File: src/rtl/hamming_enc_if.sv
// hamming_enc_if: stream signals of the Hamming(7,4) transmit link.
//   master - upstream/downstream environment: drives data_in, in_valid, err_en,
//            err_pos, out_ready; observes in_ready, code_out, out_valid.
//   slave  - the encoder: consumes the nibble stream and produces codewords.
interface hamming_enc_if;
    logic [3:0] data_in;
    logic       in_valid;
    logic       in_ready;
    logic [6:0] code_out;
    logic       out_valid;
    logic       out_ready;
    logic       err_en;
    logic [2:0] err_pos;

    modport master (
        output data_in, in_valid, out_ready, err_en, err_pos,
        input  in_ready, code_out, out_valid
    );

    modport slave (
        input  data_in, in_valid, out_ready, err_en, err_pos,
        output in_ready, code_out, out_valid
    );
endinterface

File: src/rtl/hamming_enc.sv
// hamming_enc: streaming Hamming(7,4) encoder with a 2-entry output buffer.
//   clk      - clock, rising edge
//   rst      - synchronous active-high reset; discards buffered words
//   link     - hamming_enc_if.slave: data_in/in_valid/in_ready nibble input,
//              code_out/out_valid/out_ready codeword output, err_en/err_pos
//   word_cnt - count of codewords transferred on the output side (wraps)
// Optional feature: define HAMMING_ENC_ERRINJ_EN to enable single-bit error
// injection on accepted words; otherwise err_en/err_pos are ignored.
module hamming_enc #(
    parameter int unsigned CNT_W = 16
) (
    input  logic             clk,
    input  logic             rst,
    hamming_enc_if.slave     link,
    output logic [CNT_W-1:0] word_cnt
);

    typedef enum logic [1:0] {StEmpty, StOne, StFull} state_e;

    state_e           state_q;
    logic [6:0]       e0_q, e1_q;
    logic             in_ready_q, out_valid_q;
    logic [CNT_W-1:0] word_cnt_q;

    logic             push, pop;
    logic [6:0]       clean_word, wr_word;

    // c[6:4] are the parity bits; c[3:0] carries the nibble unchanged.
    function automatic logic [6:0] encode(input logic [3:0] d);
        return {d[3] ^ d[1] ^ d[0], d[3] ^ d[2] ^ d[1], d[2] ^ d[1] ^ d[0], d};
    endfunction

    assign clean_word = encode(link.data_in);

`ifdef HAMMING_ENC_ERRINJ_EN
    logic [6:0] flip_mask;
    always_comb begin
        flip_mask = '0;
        if (link.err_en && (link.err_pos != 3'd7)) begin
            flip_mask[link.err_pos] = 1'b1;
        end
    end
    assign wr_word = clean_word ^ flip_mask;
`else
    logic unused_err;
    assign unused_err = ^{link.err_en, link.err_pos};
    assign wr_word    = clean_word;
`endif

    assign push = link.in_valid & in_ready_q;
    assign pop  = out_valid_q & link.out_ready;

    // in_ready/out_valid are registered from the next state so in_ready never
    // depends combinationally on out_ready.
    always_ff @(posedge clk) begin
        if (rst) begin
            state_q     <= StEmpty;
            e0_q        <= '0;
            e1_q        <= '0;
            in_ready_q  <= 1'b1;
            out_valid_q <= 1'b0;
            word_cnt_q  <= '0;
        end else begin
            if (pop) begin
                word_cnt_q <= word_cnt_q + 1'b1;
            end
            unique case (state_q)
                StEmpty: begin
                    if (push) begin
                        e0_q        <= wr_word;
                        state_q     <= StOne;
                        out_valid_q <= 1'b1;
                    end
                end
                StOne: begin
                    if (push && pop) begin
                        // Head leaves as the new word arrives; it becomes the head.
                        e0_q <= wr_word;
                    end else if (push) begin
                        e1_q       <= wr_word;
                        state_q    <= StFull;
                        in_ready_q <= 1'b0;
                    end else if (pop) begin
                        state_q     <= StEmpty;
                        out_valid_q <= 1'b0;
                    end
                end
                StFull: begin
                    if (pop) begin
                        e0_q       <= e1_q;
                        state_q    <= StOne;
                        in_ready_q <= 1'b1;
                    end
                end
                default: begin
                    state_q     <= StEmpty;
                    in_ready_q  <= 1'b1;
                    out_valid_q <= 1'b0;
                end
            endcase
        end
    end

    assign link.in_ready  = in_ready_q;
    assign link.out_valid = out_valid_q;
    assign link.code_out  = e0_q;
    assign word_cnt       = word_cnt_q;

endmodule

File: src/flat_wrapper.sv
// flat-port wrapper written by rule: the top's interface ports become plain ports
module hamming_enc_flat 
#(
    parameter int unsigned CNT_W = 16
)
  (clk, rst, word_cnt, link_data_in, link_in_valid, link_out_ready, link_err_en, link_err_pos, link_in_ready, link_code_out, link_out_valid);
  hamming_enc_if link_i ();
  input  logic clk;
  input  logic rst;
  output logic [CNT_W-1:0] word_cnt;
  input wire logic [$bits(link_i.data_in)-1:0] link_data_in;
  input wire logic [$bits(link_i.in_valid)-1:0] link_in_valid;
  input wire logic [$bits(link_i.out_ready)-1:0] link_out_ready;
  input wire logic [$bits(link_i.err_en)-1:0] link_err_en;
  input wire logic [$bits(link_i.err_pos)-1:0] link_err_pos;
  output wire logic [$bits(link_i.in_ready)-1:0] link_in_ready;
  output wire logic [$bits(link_i.code_out)-1:0] link_code_out;
  output wire logic [$bits(link_i.out_valid)-1:0] link_out_valid;
  assign link_i.data_in = link_data_in;
  assign link_i.in_valid = link_in_valid;
  assign link_i.out_ready = link_out_ready;
  assign link_i.err_en = link_err_en;
  assign link_i.err_pos = link_err_pos;
  assign link_in_ready = link_i.in_ready;
  assign link_code_out = link_i.code_out;
  assign link_out_valid = link_i.out_valid;
  hamming_enc #(.CNT_W(CNT_W)) u_core (.clk(clk), .rst(rst), .link(link_i), .word_cnt(word_cnt));
endmodule
File: config.mk
export PLATFORM = sky130hd
export DESIGN_NAME = hamming_enc_flat
export DESIGN_NICKNAME = d
export VERILOG_FILES = /design/src/rtl/hamming_enc_if.sv /design/src/rtl/hamming_enc.sv /design/src/flat_wrapper.sv
export SDC_FILE = /design/constraint.sdc
export NUM_CORES = 1
export LEC_CHECK = 0
export CORE_ASPECT_RATIO = 1.75
export CORE_MARGIN = 2
export CORE_UTILIZATION = 25
export CTS_BUF_LIST = sky130_fd_sc_hd__clkbuf_4 sky130_fd_sc_hd__clkbuf_8
export DETAILED_ROUTE_END_ITERATION = 16
export GPL_TIMING_DRIVEN = 0
export SYNTH_ARGS = -nofsm -noshare
export SYNTH_HDL_FRONTEND = slang
export SYNTH_SLANG_ARGS = --single-unit
File: constraint.sdc
create_clock -name clk -period 1.9 [get_ports clk]
set_input_delay 0.38 -clock clk [delete_from_list [all_inputs] [get_ports clk]]
set_output_delay 0.38 -clock clk [all_outputs]
set_load 0.02 [all_outputs]
==> results_dict.tcl, run 1 <==
set metrics [dict create \
    final_max_slew_viol_count 0 \
    cts_tree "yes" \
    portBuffers 31 \
    synth_edf_count 0 \
    rsz0062_at_grt "no" \
    initial_core_util 0.257 \
    stdcell_count 295 \
    ctsHtreeMaxLevel 2 \
    core_area_sq_um 6130 \
    synth_seq_area_share 0.432 \
    via_per_inst 4.56 \
    path_clk_slew_ns 0.07 \
    path_max_fanout 8 \
    die_x_um 64.0 \
    track_usage 0.112 \
    hold_path_class "flop to flop" \
    fin_nets 227 \
    dpl.cell_count 287 \
    pre_cts_ws_ns -0.195 \
    syn_area_sq_um 1580 \
    power_density_nw_per_um2 854 \
    num_vias 1346 \
    die-area_sq_um 6980 \
    dr.pass1.iters 4 \
    clock_path_buffers 2 \
    syn_area_per_cell_sq_um 8.95 \
    cp-start-kind "input port" \
    critPathKind "input port to flop" \
    utilization 0.340 \
    cp_data_arrival_time_ns 2.00 \
    finalSetupViolations 0 \
    cp_data_required_time_ns 2.11 \
    postCtsHoldBufs 0 \
    grt_overflow 0 \
    tightest_slew_ns 0.471 \
    diodes 0 \
    gp_congestion 0.759 \
    dieHeight_um 109 \
    cts_buffers 5 \
    fin_ws_ns 0.117 \
    final_hold_viol_count 0 \
    rows 38 \
    synthesis.nets 189 \
    place_area_sq_um 1990 \
    grt_max_degree 11 \
    remaining_drc_errors 0 \
    max_freq_mhz 561 \
    ys_async_sr_fraction 0 \
    stdcell_area_sq_um 2090 \
    routedWlPerCell_um 12.2 \
    period_needed_ns 1.78 \
    root_buffer "clkbuf_8" \
    dp.final_hpwl_um 2620 \
    drive_gt1_frac 0.0791 \
    grt_pass1_vias 1230 \
    fin_skew_ns 0.00953 \
    clk_latency_ns 0.28 \
    initialDrtViolationCount 54 \
    endpoint_kind "flop" \
    synthesis.instances 176 \
    synth_top_flop_cell "dfxtp_1" \
    slew-limit-headroom 0.686 \
    routed_wl_um 3590 \
    post_cts_buffers 0 \
    cts.sinks 34 \
    leakagePower_nw 0.713 \
    yosys_warnings 0 \
    max-cap-violations 0 \
    ys_ff_latch 34 \
    status "completed" \
    io_pins 37 \
    period_share 0.938 \
    syn_to_final_growth_pct 32.6 \
    ant_nets 0 \
    antenna_found_initial 0 \
    peakVddDrop_mv 0.368 \
    grt_pass1_wl_um 6020 \
    ys_types 35 \
]
-- report_power, final --
group          switching [W]  total [W]  internal [W]
Sequential         0.0000415   0.000810      0.000769
Combinational       0.000218   0.000412      0.000193
Clock               0.000255   0.000562      0.000307
-- path summary, 6_finish.rpt --
path,to,start,slack [ns],cells past startpoint
max reg2reg,u_core.word_cnt[11]$_SDFFE_PP0P_,u_core.link.out_valid$_SDFFE_PP0P_,0.35,6
min,u_core.e1_q[2]$_SDFFE_PP0P_,u_core.e1_q[2]$_SDFFE_PP0P_,0.46,2
min reg2reg,u_core.e1_q[2]$_SDFFE_PP0P_,u_core.e1_q[2]$_SDFFE_PP0P_,0.46,2
max,u_core.word_cnt[11]$_SDFFE_PP0P_,link_out_ready,0.12,6
-- final cells by class --
cell class,instances,area (sq um)
plain buffers,9,51.3
inverters,1,3.75
clock buffers,7,90.1
well taps,80,100
clock inverters,1,5.00
flip-flops and latches,34,681
repair buffers,31,310
fillers,643,4050
multi-input cells,132,847
-- per-stage QoR --
stage / setup TNS [ns] / total power [W] / hold WS (ns)
floorplan: 0 / 0.00109 / 0.436
global placement: -1.83 / 0.00123 / 0.441
detailed placement: -1.88 / 0.00124 / 0.448
CTS: 0 / 0.00180 / 0.458
global route: 0 / 0.00188 / 0.476
finish: 0 / 0.00178 / 0.459
-- what timing repair did --
item	4_1_cts	5_1_grt
gates resized for setup	0	1
setup endpoints to repair	0	4
endpoints found under the hold margin	0	0
-- metal layers --
| metal | vias up | part of all wire | track usage |
|---|---|---|---|
| met5 | - | 0 | 0 |
| met4 | 0 | 0.012 | 0.0373 |
| met3 | 5 | 0.043 | 0.0330 |
| met2 | 27 | 0.51 | 0.196 |
| met1 | 621 | 0.44 | 0.127 |
| li1 | 693 | - | - |
-- Yosys cell counts (all sizes together) (2+ instances only) --
| cell type | n | share of area |
|---|---|---|
| and3 | 2 | 0.0079 |
| nor4 | 2 | 0.0079 |
| mux2i | 11 | 0.070 |
| clkbuf | 5 | 0.012 |
| dfxtp | 34 | 0.43 |
| xnor2 | 12 | 0.067 |
| buf | 4 | 0.021 |
| xor2 | 5 | 0.028 |
| o21bai | 2 | 0.0095 |
| nor2b | 2 | 0.0079 |
| a211oi | 7 | 0.033 |
| nor3 | 6 | 0.019 |
| nand4 | 6 | 0.028 |
| nor2 | 26 | 0.062 |
| a21oi | 11 | 0.035 |
| nand2 | 11 | 0.028 |
| nand3 | 15 | 0.048 |
-- logic make-up after synthesis --
group | share of synthesized area
adders and majority gates | 0.00794
buffers and inverters | 0.0349
muxes | 0.0770
DFF | 0.432
xor gates and xnor gates | 0.0945
and+or+nand+nor | 0.241
AOI/OAI and AO/OA | 0.112
-- cell usage in the layout, fill, tap and decap left out, types with 5 or more instances in the layout --
| cell | Yosys | routed |
|---|---|---|
| clkbuf_1 | 5 | 5 |
| nand4_1 | 5 | 5 |
| nor3_1 | 6 | 6 |
| nand3_1 | 15 | 15 |
| nand2_1 | 10 | 10 |
| dfxtp_1 | 34 | 34 |
| mux2i_1 | 11 | 11 |
| a211oi_1 | 7 | 7 |
| nor2_1 | 26 | 26 |
| xor2_1 | 5 | 5 |
| a21oi_1 | 11 | 11 |
| xnor2_1 | 12 | 12 |
| clkdlybuf4s50_1 | 0 | 31 |
| clkbuf_8 | 0 | 6 |
-- sequential cells by signal (all words and copies together), names as in the netlist --
name and count:
u_core.word_cnt 16, u_core.e1_q 7, u_core.link.code_out 7, u_core.state_q 2
u_core.link.in_ready 1, u_core.link.out_valid 1
-- critical path, stage by stage --
cell and delay [ns]:
clkdlybuf4s50_1 0.65, and2_1 0.19, buf_6 0.13, nand4_2 0.14
or3_1 0.37, a21oi_1 0.13
(Power assumes the default switching activity.)
==> inputs of run 2 (changes only) <==
--- a/config.mk
+++ b/config.mk
@@ -11,6 +11,7 @@
 export CTS_BUF_LIST = sky130_fd_sc_hd__clkbuf_4 sky130_fd_sc_hd__clkbuf_8
 export DETAILED_ROUTE_END_ITERATION = 16
 export GPL_TIMING_DRIVEN = 0
+export PLACE_DENSITY_LB_ADDON = 0.08
 export SYNTH_ARGS = -nofsm -noshare
 export SYNTH_HDL_FRONTEND = slang
 export SYNTH_SLANG_ARGS = --single-unit
==> results_dict.tcl, run 2 (synthesized netlist as in run 1, its figures left out) <==
set metrics [dict create \
    leakagePower_nw 0.730 \
    hold_path_class "flop to flop" \
    initialDrtViolationCount 53 \
    path_clk_slew_ns 0.08 \
    dr.pass1.iters 4 \
    portBuffers 31 \
    ant_nets 0 \
    crit_family "buffers and inverters" \
    cts_buffers 5 \
    critPathKind "flop to output pin" \
    rsz0062_at_grt "no" \
    utilization 0.342 \
    initial_core_util 0.257 \
    path_max_fanout 7 \
    root_buffer "clkbuf_8" \
    cp-start-kind "flop" \
    cpPeakStageDelay_ns 0.66 \
    status "completed" \
    dp.final_hpwl_um 3130 \
    track_usage 0.136 \
    largest_reg_flops 16 \
    final_hold_viol_count 0 \
    finalSetupViolations 0 \
    fin_skew_ns 0.00839 \
    grt_pass1_vias 1508 \
    via_per_inst 4.69 \
    cts_tree "yes" \
    cts.sinks 34 \
    crit_buf_inv 1 \
    grt_pass1_wl_um 7200 \
    slew-limit-headroom 0.659 \
    die_x_um 64.0 \
    layout_commonest_cell "dfxtp_1" \
    syn_to_final_growth_pct 33.2 \
    final_cell_mix "dfxtp_1 (34), clkdlybuf4s50_1 (30), nor2_1 (26)" \
    period_needed_ns 1.79 \
    power_density_nw_per_um2 869 \
    tightest_slew_ns 0.508 \
    cp_slowest_cell "clkdlybuf4s50_1" \
    rows 38 \
    die-area_sq_um 6980 \
    ctsHtreeMaxLevel 2 \
    endpoint_kind "output pin" \
    final_max_slew_viol_count 0 \
    cp_data_required_time_ns 1.52 \
    peakVddDrop_mv 0.307 \
    max-cap-violations 0 \
    diodes 0 \
    whs_ns 0.461 \
    dieHeight_um 109 \
    routed_wl_um 4110 \
    period_share 0.941 \
    antenna_found_initial 0 \
    grt_max_degree 11 \
    io_pins 37 \
    crit_chain "clkdlybuf4s50_1" \
    clock_path_buffers 2 \
    remaining_drc_errors 0 \
    core_area_sq_um 6130 \
    fin_nets 229 \
    num_vias 1392 \
    gp_congestion 0.756 \
    drive_gt1_frac 0.0876 \
    grt_overflow 0 \
    cp_data_arrival_time_ns 1.41 \
    max_freq_mhz 560 \
    routedWlPerCell_um 13.8 \
    clk_latency_ns 0.29 \
]
run 2: cell count changes in the layout (fill, tap and decap cells not counted):
cell,previous run,this run
a21boi_2,0,1
a21boi_4,1,0
buf_4,0,2
clkdlybuf4s50_1,31,30
dlymetal6s2s_1,0,1
run 2: path summary, 6_finish.rpt:
path	cells past startpoint	from	slack (ns)	to
max	1	u_core.word_cnt[2]$_SDFFE_PP0P_	0.11	word_cnt[2]
min	2	u_core.e1_q[2]$_SDFFE_PP0P_	0.46	u_core.e1_q[2]$_SDFFE_PP0P_
max reg2reg	5	u_core.link.out_valid$_SDFFE_PP0P_	0.34	u_core.e1_q[5]$_SDFFE_PP0P_
min reg2reg	2	u_core.e1_q[2]$_SDFFE_PP0P_	0.46	u_core.e1_q[2]$_SDFFE_PP0P_
run 2: what timing repair did:
item	CTS	global route
resized for setup	0	1
setup endpoints to repair	0	8
endpoints found under the hold margin	0	0
buffers inserted	0	2
hold buffers	0	0
run 2: final cells by class:
class	count	area [sq um]
plain buffers	9	51.3
clock buffers	7	90.1
clock inverters	1	5.00
fillers	649	4040
inverters	1	3.75
multi-input cells	132	840
flip-flops and latches	34	681
well taps	80	100
repair buffers	33	328
run 2: metal layers:
layer	track usage	wire, um	part of all wire
met2	0.265	2380	0.58
met4	0.0606	86	0.021
met1	0.131	1500	0.37
met5	0	0	0
met3	0.0320	138	0.034
run 2: through the flow:
step | total power, W | TNS (ns) | instances | area (sq um) | setup WS, ns
after floorplan | 0.00109 | 0 | 176 | 1580 | 0.354
after global placement | 0.00124 | -2.42 | 287 | 1990 | -0.244
after detailed placement | 0.00125 | -2.86 | 287 | 1990 | -0.277
after CTS | 0.00183 | 0 | 295 | 2080 | 0.0248
after global routing | 0.00193 | 0 | 297 | 2100 | 0.0405
final | 0.00182 | 0 | 297 | 2100 | 0.113
run 2: power by group:
| group | switching, W | internal, W | total (W) |
|---|---|---|---|
| Combinational | 0.000223 | 0.000201 | 0.000424 |
| Sequential | 0.0000424 | 0.000769 | 0.000811 |
| Clock | 0.000280 | 0.000307 | 0.000587 |
| Total | 0.000546 | 0.00128 | 0.00182 |
==> inputs of run 3 (changes only) <==
--- a/config.mk
+++ b/config.mk
@@ -9,6 +9,7 @@
 export CORE_MARGIN = 2
 export CORE_UTILIZATION = 25
 export CTS_BUF_LIST = sky130_fd_sc_hd__clkbuf_4 sky130_fd_sc_hd__clkbuf_8
+export CTS_CLUSTER_DIAMETER = 60
 export DETAILED_ROUTE_END_ITERATION = 16
 export GPL_TIMING_DRIVEN = 0
 export PLACE_DENSITY_LB_ADDON = 0.08
==> results of run 3 <==
Same layout as run 2: the final DEF is identical, and so are final timing and power.
